## config.mk

```make
export PLATFORM = sky130hd
export DESIGN_NAME = prime_scan_flat
export DESIGN_NICKNAME = d
export VERILOG_FILES = /design/src/rtl/prime_scan_if.sv /design/src/rtl/prime_scan.sv /design/src/flat_wrapper.sv
export SDC_FILE = /design/constraint.sdc
export NUM_CORES = 1
export LEC_CHECK = 0
export CAP_MARGIN = 20
export CORE_ASPECT_RATIO = 0.6
export CORE_MARGIN = 2
export CORE_UTILIZATION = 55
export CTS_CLUSTER_DIAMETER = 120
export DETAILED_ROUTE_END_ITERATION = 16
export PLACE_DENSITY = 0.81
export SYNTH_ARGS = -nofsm -noshare
export SYNTH_HDL_FRONTEND = slang
export SYNTH_SLANG_ARGS = --single-unit
```

## constraint.sdc

```tcl
create_clock -name clk -period 8.7 [get_ports clk]
set_input_delay 1.305 -clock clk [delete_from_list [all_inputs] [get_ports clk]]
set_output_delay 1.305 -clock clk [all_outputs]
set_load 0.1 [all_outputs]
```

## src/rtl/prime_scan_if.sv

```systemverilog
// Handshake bundle for prime_scan: mode/start/candidate in, result and status out.
// The master side drives the requests; the slave side is the scanner itself.
interface prime_scan_if #(
   parameter int WIDTH = 16
);
   logic             auto_en;
   logic             start;
   logic [WIDTH-1:0] num_in;
   logic             ready;
   logic             valid;
   logic             is_prime;
   logic [WIDTH-1:0] number;
   logic [WIDTH-1:0] prime_count;

   modport master (
      output auto_en,
      output start,
      output num_in,
      input  ready,
      input  valid,
      input  is_prime,
      input  number,
      input  prime_count
   );

   modport slave (
      input  auto_en,
      input  start,
      input  num_in,
      output ready,
      output valid,
      output is_prime,
      output number,
      output prime_count
   );
endinterface

```

## src/rtl/prime_scan.sv

```systemverilog
// Trial-division primality tester with a single-test mode and a paced auto-scan mode.
// Each divisor is checked by a WIDTH-cycle restoring shift-subtract remainder.
module prime_scan #(
   parameter int WIDTH     = 16,
   parameter int PACE_BITS = 8
) (
   input  logic        clk,
   input  logic        rst_n,
   prime_scan_if.slave bus
);

   localparam int CW = $clog2(WIDTH + 1);

   typedef enum logic [2:0] {
      IDLE,
      CHECK,
      DIV,
      EVAL,
      DONE
   } state_t;

   state_t               state_q;
   logic [WIDTH-1:0]     number_q;
   logic [WIDTH-1:0]     divisor_q;
   logic [WIDTH-1:0]     dividend_q;
   logic [WIDTH:0]       remainder_q;
   logic [CW-1:0]        bitCnt_q;
   logic [WIDTH-1:0]     primeCount_q;
   logic [PACE_BITS-1:0] paceCnt_q;
   logic                 ready_q;
   logic                 valid_q;
   logic                 isPrime_q;

   logic [2*WIDTH-1:0]   divSquare;
   logic                 divSquareBig;
   logic                 paceTick;
   logic [WIDTH:0]       remShift;
   logic [WIDTH:0]       remSub;
   logic                 remFits;

   // The divisor square is kept at full double width so large candidates never alias.
   always_comb begin
      divSquare    = (2*WIDTH)'(divisor_q) * (2*WIDTH)'(divisor_q);
      divSquareBig = divSquare > (2*WIDTH)'(number_q);
      paceTick     = &paceCnt_q;
      remShift     = {remainder_q[WIDTH-1:0], dividend_q[WIDTH-1]};
      remSub       = remShift - {1'b0, divisor_q};
      remFits      = remShift >= {1'b0, divisor_q};
   end

   // Free-running pacing counter; the auto-scan only launches when it is all-ones.
   always_ff @(posedge clk or posedge rst_n) begin
      if (rst_n) begin
         paceCnt_q <= '0;
      end else begin
         paceCnt_q <= paceCnt_q + PACE_BITS'(1);
      end
   end

   // Main controller: all status outputs are registered alongside the state.
   always_ff @(posedge clk or posedge rst_n) begin
      if (rst_n) begin
         state_q      <= IDLE;
         number_q     <= '0;
         divisor_q    <= WIDTH'(2);
         dividend_q   <= '0;
         remainder_q  <= '0;
         bitCnt_q     <= '0;
         primeCount_q <= '0;
         ready_q      <= 1'b1;
         valid_q      <= 1'b0;
         isPrime_q    <= 1'b0;
      end else begin
         case (state_q)
            IDLE: begin
               if (bus.auto_en) begin
                  if (paceTick) begin
                     number_q  <= number_q + WIDTH'(1);
                     divisor_q <= WIDTH'(2);
                     ready_q   <= 1'b0;
                     state_q   <= CHECK;
                  end
               end else if (bus.start) begin
                  number_q  <= bus.num_in;
                  divisor_q <= WIDTH'(2);
                  ready_q   <= 1'b0;
                  state_q   <= CHECK;
               end
            end

            CHECK: begin
               if (number_q < WIDTH'(2)) begin
                  isPrime_q <= 1'b0;
                  valid_q   <= 1'b1;
                  state_q   <= DONE;
               end else if (divSquareBig) begin
                  isPrime_q <= 1'b1;
                  valid_q   <= 1'b1;
                  if (primeCount_q != '1) begin
                     primeCount_q <= primeCount_q + WIDTH'(1);
                  end
                  state_q   <= DONE;
               end else begin
                  dividend_q  <= number_q;
                  remainder_q <= '0;
                  bitCnt_q    <= '0;
                  state_q     <= DIV;
               end
            end

            // One quotient bit per cycle, MSB first; only the remainder is kept.
            DIV: begin
               remainder_q <= remFits ? remSub : remShift;
               dividend_q  <= {dividend_q[WIDTH-2:0], 1'b0};
               bitCnt_q    <= bitCnt_q + CW'(1);
               if (bitCnt_q == CW'(WIDTH - 1)) begin
                  state_q <= EVAL;
               end
            end

            EVAL: begin
               if (remainder_q == '0) begin
                  isPrime_q <= 1'b0;
                  valid_q   <= 1'b1;
                  state_q   <= DONE;
               end else begin
                  divisor_q <= (divisor_q == WIDTH'(2)) ? WIDTH'(3) : divisor_q + WIDTH'(2);
                  state_q   <= CHECK;
               end
            end

            DONE: begin
               valid_q <= 1'b0;
               ready_q <= 1'b1;
               state_q <= IDLE;
            end

            default: begin
               valid_q <= 1'b0;
               ready_q <= 1'b1;
               state_q <= IDLE;
            end
         endcase
      end
   end

   assign bus.ready       = ready_q;
   assign bus.valid       = valid_q;
   assign bus.is_prime    = isPrime_q;
   assign bus.number      = number_q;
   assign bus.prime_count = primeCount_q;

endmodule

```

## src/flat_wrapper.sv

```systemverilog
// flat-port wrapper written by rule: the top's interface ports become plain ports
module prime_scan_flat 
#(
   parameter int WIDTH     = 16,
   parameter int PACE_BITS = 8
)
  (clk, rst_n, bus_auto_en, bus_start, bus_num_in, bus_ready, bus_valid, bus_is_prime, bus_number, bus_prime_count);
  prime_scan_if #(.WIDTH(WIDTH)) bus_i ();
  input  logic clk;
  input  logic rst_n;
  input wire logic [$bits(bus_i.auto_en)-1:0] bus_auto_en;
  input wire logic [$bits(bus_i.start)-1:0] bus_start;
  input wire logic [$bits(bus_i.num_in)-1:0] bus_num_in;
  output wire logic [$bits(bus_i.ready)-1:0] bus_ready;
  output wire logic [$bits(bus_i.valid)-1:0] bus_valid;
  output wire logic [$bits(bus_i.is_prime)-1:0] bus_is_prime;
  output wire logic [$bits(bus_i.number)-1:0] bus_number;
  output wire logic [$bits(bus_i.prime_count)-1:0] bus_prime_count;
  assign bus_i.auto_en = bus_auto_en;
  assign bus_i.start = bus_start;
  assign bus_i.num_in = bus_num_in;
  assign bus_ready = bus_i.ready;
  assign bus_valid = bus_i.valid;
  assign bus_is_prime = bus_i.is_prime;
  assign bus_number = bus_i.number;
  assign bus_prime_count = bus_i.prime_count;
  prime_scan #(.WIDTH(WIDTH), .PACE_BITS(PACE_BITS)) u_core (.clk(clk), .rst_n(rst_n), .bus(bus_i));
endmodule
```

After elaboration in Yosys (flattened, before gate mapping)
Index checks and enable logic that the tools add are counted.

Bitwise logic cells: 3. Shifts and indexed selects: 0. Reduce and logical (&&, ||, !) cells: 17. Add/subtract/negate cells: 6. Divide/modulo/power cells: 0. Multipliers: 1. Equal/unequal tests: 15. Order comparisons: 3. Muxes and demuxes: 38.

Operators by type and width (number): $mux 16 (10); $pmux 16 s2 (2); $mux 17 (3); $pmux 17 s2 (1); $add 16x1->16 const B (2); $gt 32x16->1 (1); $mul 16x16->32 (1); $mux 3 (7); $reduce_and 3->1 (6); $ge 17x16->1 (1); $logic_not 17->1 (1); $sub 17x16->17 (1); $add 16x2->16 const B (1); $eq 16x2->1 const B (1); $lt 16x2->1 const B (1); $ne 16x16->1 const B (1); $pmux 3 s4 (1); $mux 5 (2); $pmux 5 s2 (1); $add 8x1->8 const B (1); $mux 1 (8); $reduce_and 4->1 (2); $reduce_and 8->1 (1); $reduce_bool 2->1 (4); 15 further kinds (23).

Input bits: 20. Register bits: 100. Bits in writable memories: 0. Output and inout bits: 35. Bits in latches: 0. Logic and storage cells: 94. Bits in read-only memories: 0. Memories: 0.

Logic depth before layout (Yosys ltp)
Gate-level depths: netlist (run 1).

Depth after elaboration: 5. Depth in mapped cells: 35. Gate-level depth less buffers: 32.

Worst setup path after synthesis (run 1)
OpenSTA, ideal clock, no wires.

Path kind: reg2reg. Start: register u_core.divisor_q[2]. End: register u_core.remainder_q[15]. Slack: 0.677 ns. Arrival: 7.903 ns. Cell stages (with the launch flop): 32. Data required time: 8.580 ns. Path buffers: 2. Library setup time: 0.120 ns. Clock period less this slack: 8.023 ns. Path through: dfrtp_1 -> clkbuf_1 -> clkinv_1 -> nor2_1 -> inv_1 -> fa_1 -> fa_1 -> inv_1 -> ha_1 -> fa_1 -> fa_1 -> inv_1 -> fa_1 -> inv_1 -> ha_1 -> o211ai_1 -> a31oi_2 -> or2_2 -> a21o_1 -> a21oi_1 -> xnor2_1 -> ha_1 -> nand4_1 -> a311oi_1 -> a2111oi_0 -> o32a_1 -> o2111ai_1 -> nor4_1 -> nand4_4 -> or2_1 -> buf_2 -> a31o_1.

Word-level cells in the longest chain between the ends: 4. Elaborated cells between the ends (all ways): 8. Classes of those cells: add/sub: 1; mul: 1; order compare: 2; eq/ne: 1; mux: 2; reduce/logical: 1.

Ends and longest elaborated chain: start: declaration (RTL line prime_scan.sv:24) `logic [WIDTH-1:0] divisor_q;`; start signal: assignment (RTL line prime_scan.sv:127) `divisor_q <= (divisor_q == WIDTH'(2)) ? WIDTH'(3) : divisor_q + WIDTH'(2);`; $mul 16x16->32 (RTL line prime_scan.sv:43) `divSquare = (2*WIDTH)'(divisor_q) * (2*WIDTH)'(divisor_q);`; $gt 32x16->1 (RTL line prime_scan.sv:44) `divSquareBig = divSquare > (2*WIDTH)'(number_q);`; $ne 2x2->1 (no source line); $reduce_and 3->1 (no source line); end signal: assignment (RTL line prime_scan.sv:113) `remainder_q <= remFits ? remSub : remShift;`; end: declaration (RTL line prime_scan.sv:26) `logic [WIDTH:0] remainder_q;`.

Several ways; a longest one is shown, not always the timed one. A chain may end at the register's enable or synchronous reset.

Final worst setup path (run 1)
Start: register u_core.divisor_q[6]. End: register u_core.dividend_q[2].

Word-level cells in the longest chain between the ends: 4.

Ends and longest elaborated chain: $mul 16x16->32 (RTL line prime_scan.sv:43); $gt 32x16->1 (RTL line prime_scan.sv:44); $ne 2x2->1 (no source line); $reduce_and 3->1 (no source line); end signal: assignment (RTL line prime_scan.sv:104) `dividend_q <= number_q;`; end signal: assignment (RTL line prime_scan.sv:114) `dividend_q <= {dividend_q[WIDTH-2:0], 1'b0};`; end: declaration (RTL line prime_scan.sv:25) `logic [WIDTH-1:0] dividend_q;`.

No other way between the ends.

==> results of run 1 <==
==> synth_stat cells (16+ instances only) <==
master                     number
sky130_fd_sc_hd__o21ai_0       38
sky130_fd_sc_hd__and3_1        42
sky130_fd_sc_hd__xnor2_1       54
sky130_fd_sc_hd__ha_1         140
sky130_fd_sc_hd__a211o_1       16
sky130_fd_sc_hd__fa_1         164
sky130_fd_sc_hd__a21oi_1       73
sky130_fd_sc_hd__nand4_1       17
sky130_fd_sc_hd__clkbuf_1      41
sky130_fd_sc_hd__nand2_1      136
sky130_fd_sc_hd__nor4_1        16
sky130_fd_sc_hd__nor2_1       133
sky130_fd_sc_hd__xor2_1        20
sky130_fd_sc_hd__nand3_1       52
sky130_fd_sc_hd__dfrtp_1       98
sky130_fd_sc_hd__nor3_1        35
sky130_fd_sc_hd__a21o_1        19
sky130_fd_sc_hd__inv_1        260
==> power breakdown <==
| part | switching [µW] | total (µW) | internal, µW |
|---|---|---|---|
| clock network | 198 | 397 | 200 |
| registers | 159 | 748 | 589 |
| logic | 965 | 1490 | 521 |
==> critical path, delay by kind of cell, from the launching register on <==
family	cells	cell delay, ps
XOR/XNOR	1	180
AO/OA/AOI/OAI	8	1850
AND/OR/NAND/NOR	5	900
adder cells (fa/ha/maj)	8	3870
flip-flops	1	490
buffers and inverters	6	850
==> cell families (layout without fill, tap and decap cells) <==
| family | Yosys count | in the layout | synth area share |
|---|---|---|---|
| XOR/XNOR | 74 | 74 | 0.04773 |
| adder cells (fa/ha/maj) | 304 | 304 | 0.3708 |
| flip-flops | 100 | 100 | 0.1845 |
| AO/OA/AOI/OAI | 261 | 261 | 0.1288 |
| multiplexers | 12 | 12 | 0.009399 |
| AND/OR/NAND/NOR | 477 | 477 | 0.1672 |
| buffers and inverters | 328 | 385 | 0.09160 |
==> timing repair <==
item                                    CTS  global route
hold endpoints to repair                  0             0
endpoints found under the setup margin    0            16
resized for setup                         0             4
==> final cells by class <==
class | count | area [µm²] | share of cell area
tap | 322 | 402.9 | 0.02697
inverter | 271 | 1022 | 0.06842
multi-input combinational | 1128 | 9843 | 0.6588
sequential | 100 | 2505 | 0.1677
clock inverter | 6 | 55.05 | 0.003685
clock buffer | 10 | 229.0 | 0.01533
timing repair buffer | 98 | 883.3 | 0.05912
==> worst min-delay path by stage <==
stage,end,from,depth (start not counted)
after CTS,u_core.paceCnt_q[7]$_DFF_PP0_,u_core.paceCnt_q[7]$_DFF_PP0_,1
final,u_core.paceCnt_q[7]$_DFF_PP0_,u_core.paceCnt_q[7]$_DFF_PP0_,1
after floorplan,u_core.paceCnt_q[0]$_DFF_PP0_,u_core.paceCnt_q[0]$_DFF_PP0_,1
after global routing,u_core.paceCnt_q[7]$_DFF_PP0_,u_core.paceCnt_q[7]$_DFF_PP0_,1
after global placement,u_core.paceCnt_q[0]$_DFF_PP0_,u_core.paceCnt_q[0]$_DFF_PP0_,1
after detailed placement,u_core.dividend_q[5]$_DFFE_PP0P_,u_core.dividend_q[4]$_DFFE_PP0P_,1
==> sequential cells by signal, indices dropped and copies added, names as in the netlist <==
register,cells
u_core.bus.is_prime,1
u_core.dividend_q,16
u_core.remainder_q,17
u_core.bus.prime_count,16
u_core.bitCnt_q,5
u_core.bus.ready,1
u_core.paceCnt_q,8
u_core.bus.valid,1
u_core.bus.number,16
u_core.divisor_q,16
u_core.state_q,3
==> layer usage <==
metal / wire length, µm / track usage
met5: 0 / 0
met4: 368 / 0.04714
met1: 17360 / 0.4600
met2: 14580 / 0.3949
met3: 4379 / 0.09731
==> through the flow <==
stage,instances,power (µW),utilization,hold slack [ps]
floorplan,1556,1823,-,441.9
global placement,1918,2156,0.6044,462.1
detailed placement,1918,2200,0.6044,463.2
CTS,1934,2604,0.6162,476.9
global route,1935,2800,0.6168,495.9
finish,1935,2631,0.6168,478.0
==> impl_metrics.yaml, run 1 <==
layout:
  layout.cells.most_common: "sky130_fd_sc_hd__inv_1"
  flow.area_growth_from_synthesis_pct: 10.04
  layout.filler_cells: 2055
  final_nets: 1932
  final_area_mm2: 0.01494
  antenna_cells: 0
  post_route_cells_drive_above_1_share: 0.05890
  final_cell_mix: "sky130_fd_sc_hd__inv_1, sky130_fd_sc_hd__fa_1, sky130_fd_sc_hd__ha_1"
route:
  routedWlPerCell_um: 18.96
  detailedRoute.firstPassIterationCount: 6
  ant_nets: 0
  detail_route.wirelength_mm: 36.68
  via_count: 11520
  drc_errors: 0
  detail_route.iter0.violations: 1535
  post_drt_via_cell_ratio: 5.955
sta:
  finalMaxSlewViolations: 0
  finalSetupViolations: 0
  fmax_mhz: 121.0
  finalHoldViolCount: 0
  maxSlewHeadroom: 0.3141
  finalSetupTns_ps: 0
  fin_worst_skew_ps: 11.68
  finalCritPeriodShare: 0.9501
  fin_ws_ps: 434.6
  setup_repair_after_global_routing_missed_its_margin: "false"
  fin_crit_ps: 8265
  worstMarginPinSlew_ps: 1026
clock_network:
  number_of_levels_the_h_tree_was_split_into: 3
  number_of_buffers_added_by_the_clock_tree_synthesis_step: 9
  holdBufCountCts: 0
  clk_latency_ps: 370
  clock_sink_count: 100
  ctsLongestPathBuffers: 2
  path_clk_slew_ps: 70
  post_cts_buffers: 0
  clockRootBuffer: "sky130_fd_sc_hd__clkbuf_16"
  cts_tree: "yes"
hold_path:
  timing.hold.worst.class: "register to register"
synthesis:
  synthCells: 1556
  post_synth_main_area_contributors: "sky130_fd_sc_hd__fa_1, sky130_fd_sc_hd__dfrtp_1, sky130_fd_sc_hd__ha_1"
  synth.cell_area_mm2: 0.01358
  synthesis.nets: 1880
  ys_seq_area_frac: 0.1845
  synth_area_leader_cell: "sky130_fd_sc_hd__fa_1"
  synth_edf_count: 0
  yosysUniqueCellTypes: 76
  ys_ff_latch: 100
  synth_top_area_share: 0.2418
  syn_avg_cell_area_um2: 8.726
  synth-main-ff-cell: "sky130_fd_sc_hd__dfrtp_1"
  postSynth.asyncResetShare: 1.000
  synth_warnings: 0
floorplanning:
  die_width_um: 206.8
  floorplan.die_area_mm2: 0.02600
  num_io_pins: 55
  initial_utilization: 0.5605
  die-height_um: 125.7
  row_cnt: 44
  core_area_mm2: 0.02422
critical_path:
  rr_startpoint: "u_core.divisor_q[6]$_DFFE_PP0P_"
  crit_path_max_fanout: 37
  critical_path.most_common_cell: "sky130_fd_sc_hd__fa_1"
  worst_path_max_delay_cell: "sky130_fd_sc_hd__fa_1"
  worst_ep_arrival_time_ps: 8510
  cpPeakStageDelay_ps: 570
  setup.worst_path.class: "register to register"
  timing.critical_path.to_type: "register"
  worstReg2RegEnd: "u_core.dividend_q[2]$_DFFE_PP0P_"
  crit_end: "u_core.dividend_q[2]$_DFFE_PP0P_"
  worstPathRequired_ps: 8940
  ff2ff_setup_slack_ps: 430
  beginning_of_the_critical_path: "u_core.divisor_q[6]$_DFFE_PP0P_"
  rr_worst_depth: 28
  critical_path.startpoint_type: "register"
power_and_ir_drop:
  static-leakage-power_uw: 0.007957
  power_density_mw_per_mm2: 176.1
  peakVddDrop_uv: 208.9
global_route:
  grt_usage: 0.2933
  number_of_global_route_vias_before_repair: 11240
  first_pass_grt_wire_length_mm: 59.58
  antenna_found_initial: 0
  grt_max_degree: 65
  global_route.overflow_total: 0
run:
  max_cap_viol_count: 0
placed_design:
  placement.setup.worst_slack_ps: 480.6
  dpl_wire_length_mm: 29.92
  buffer_ports.inserted: 54
  post_dp_cell_area_mm2: 0.01464
  global_placement_routability_congestion: 0.9962
outcome:
  status: "complete, no violations"
No activity file was read; power rests on OpenSTA's default activity.
==> run 2, diff against run 1 <==
--- a/config.mk
+++ b/config.mk
@@ -12,6 +12,7 @@
 export CTS_CLUSTER_DIAMETER = 120
 export DETAILED_ROUTE_END_ITERATION = 16
 export PLACE_DENSITY = 0.81
+export SKIP_CTS_REPAIR_TIMING = 1
 export SYNTH_ARGS = -nofsm -noshare
 export SYNTH_HDL_FRONTEND = slang
 export SYNTH_SLANG_ARGS = --single-unit
==> results of run 2 <==
Same layout as run 1: the final DEF is identical, and so are final timing and power.
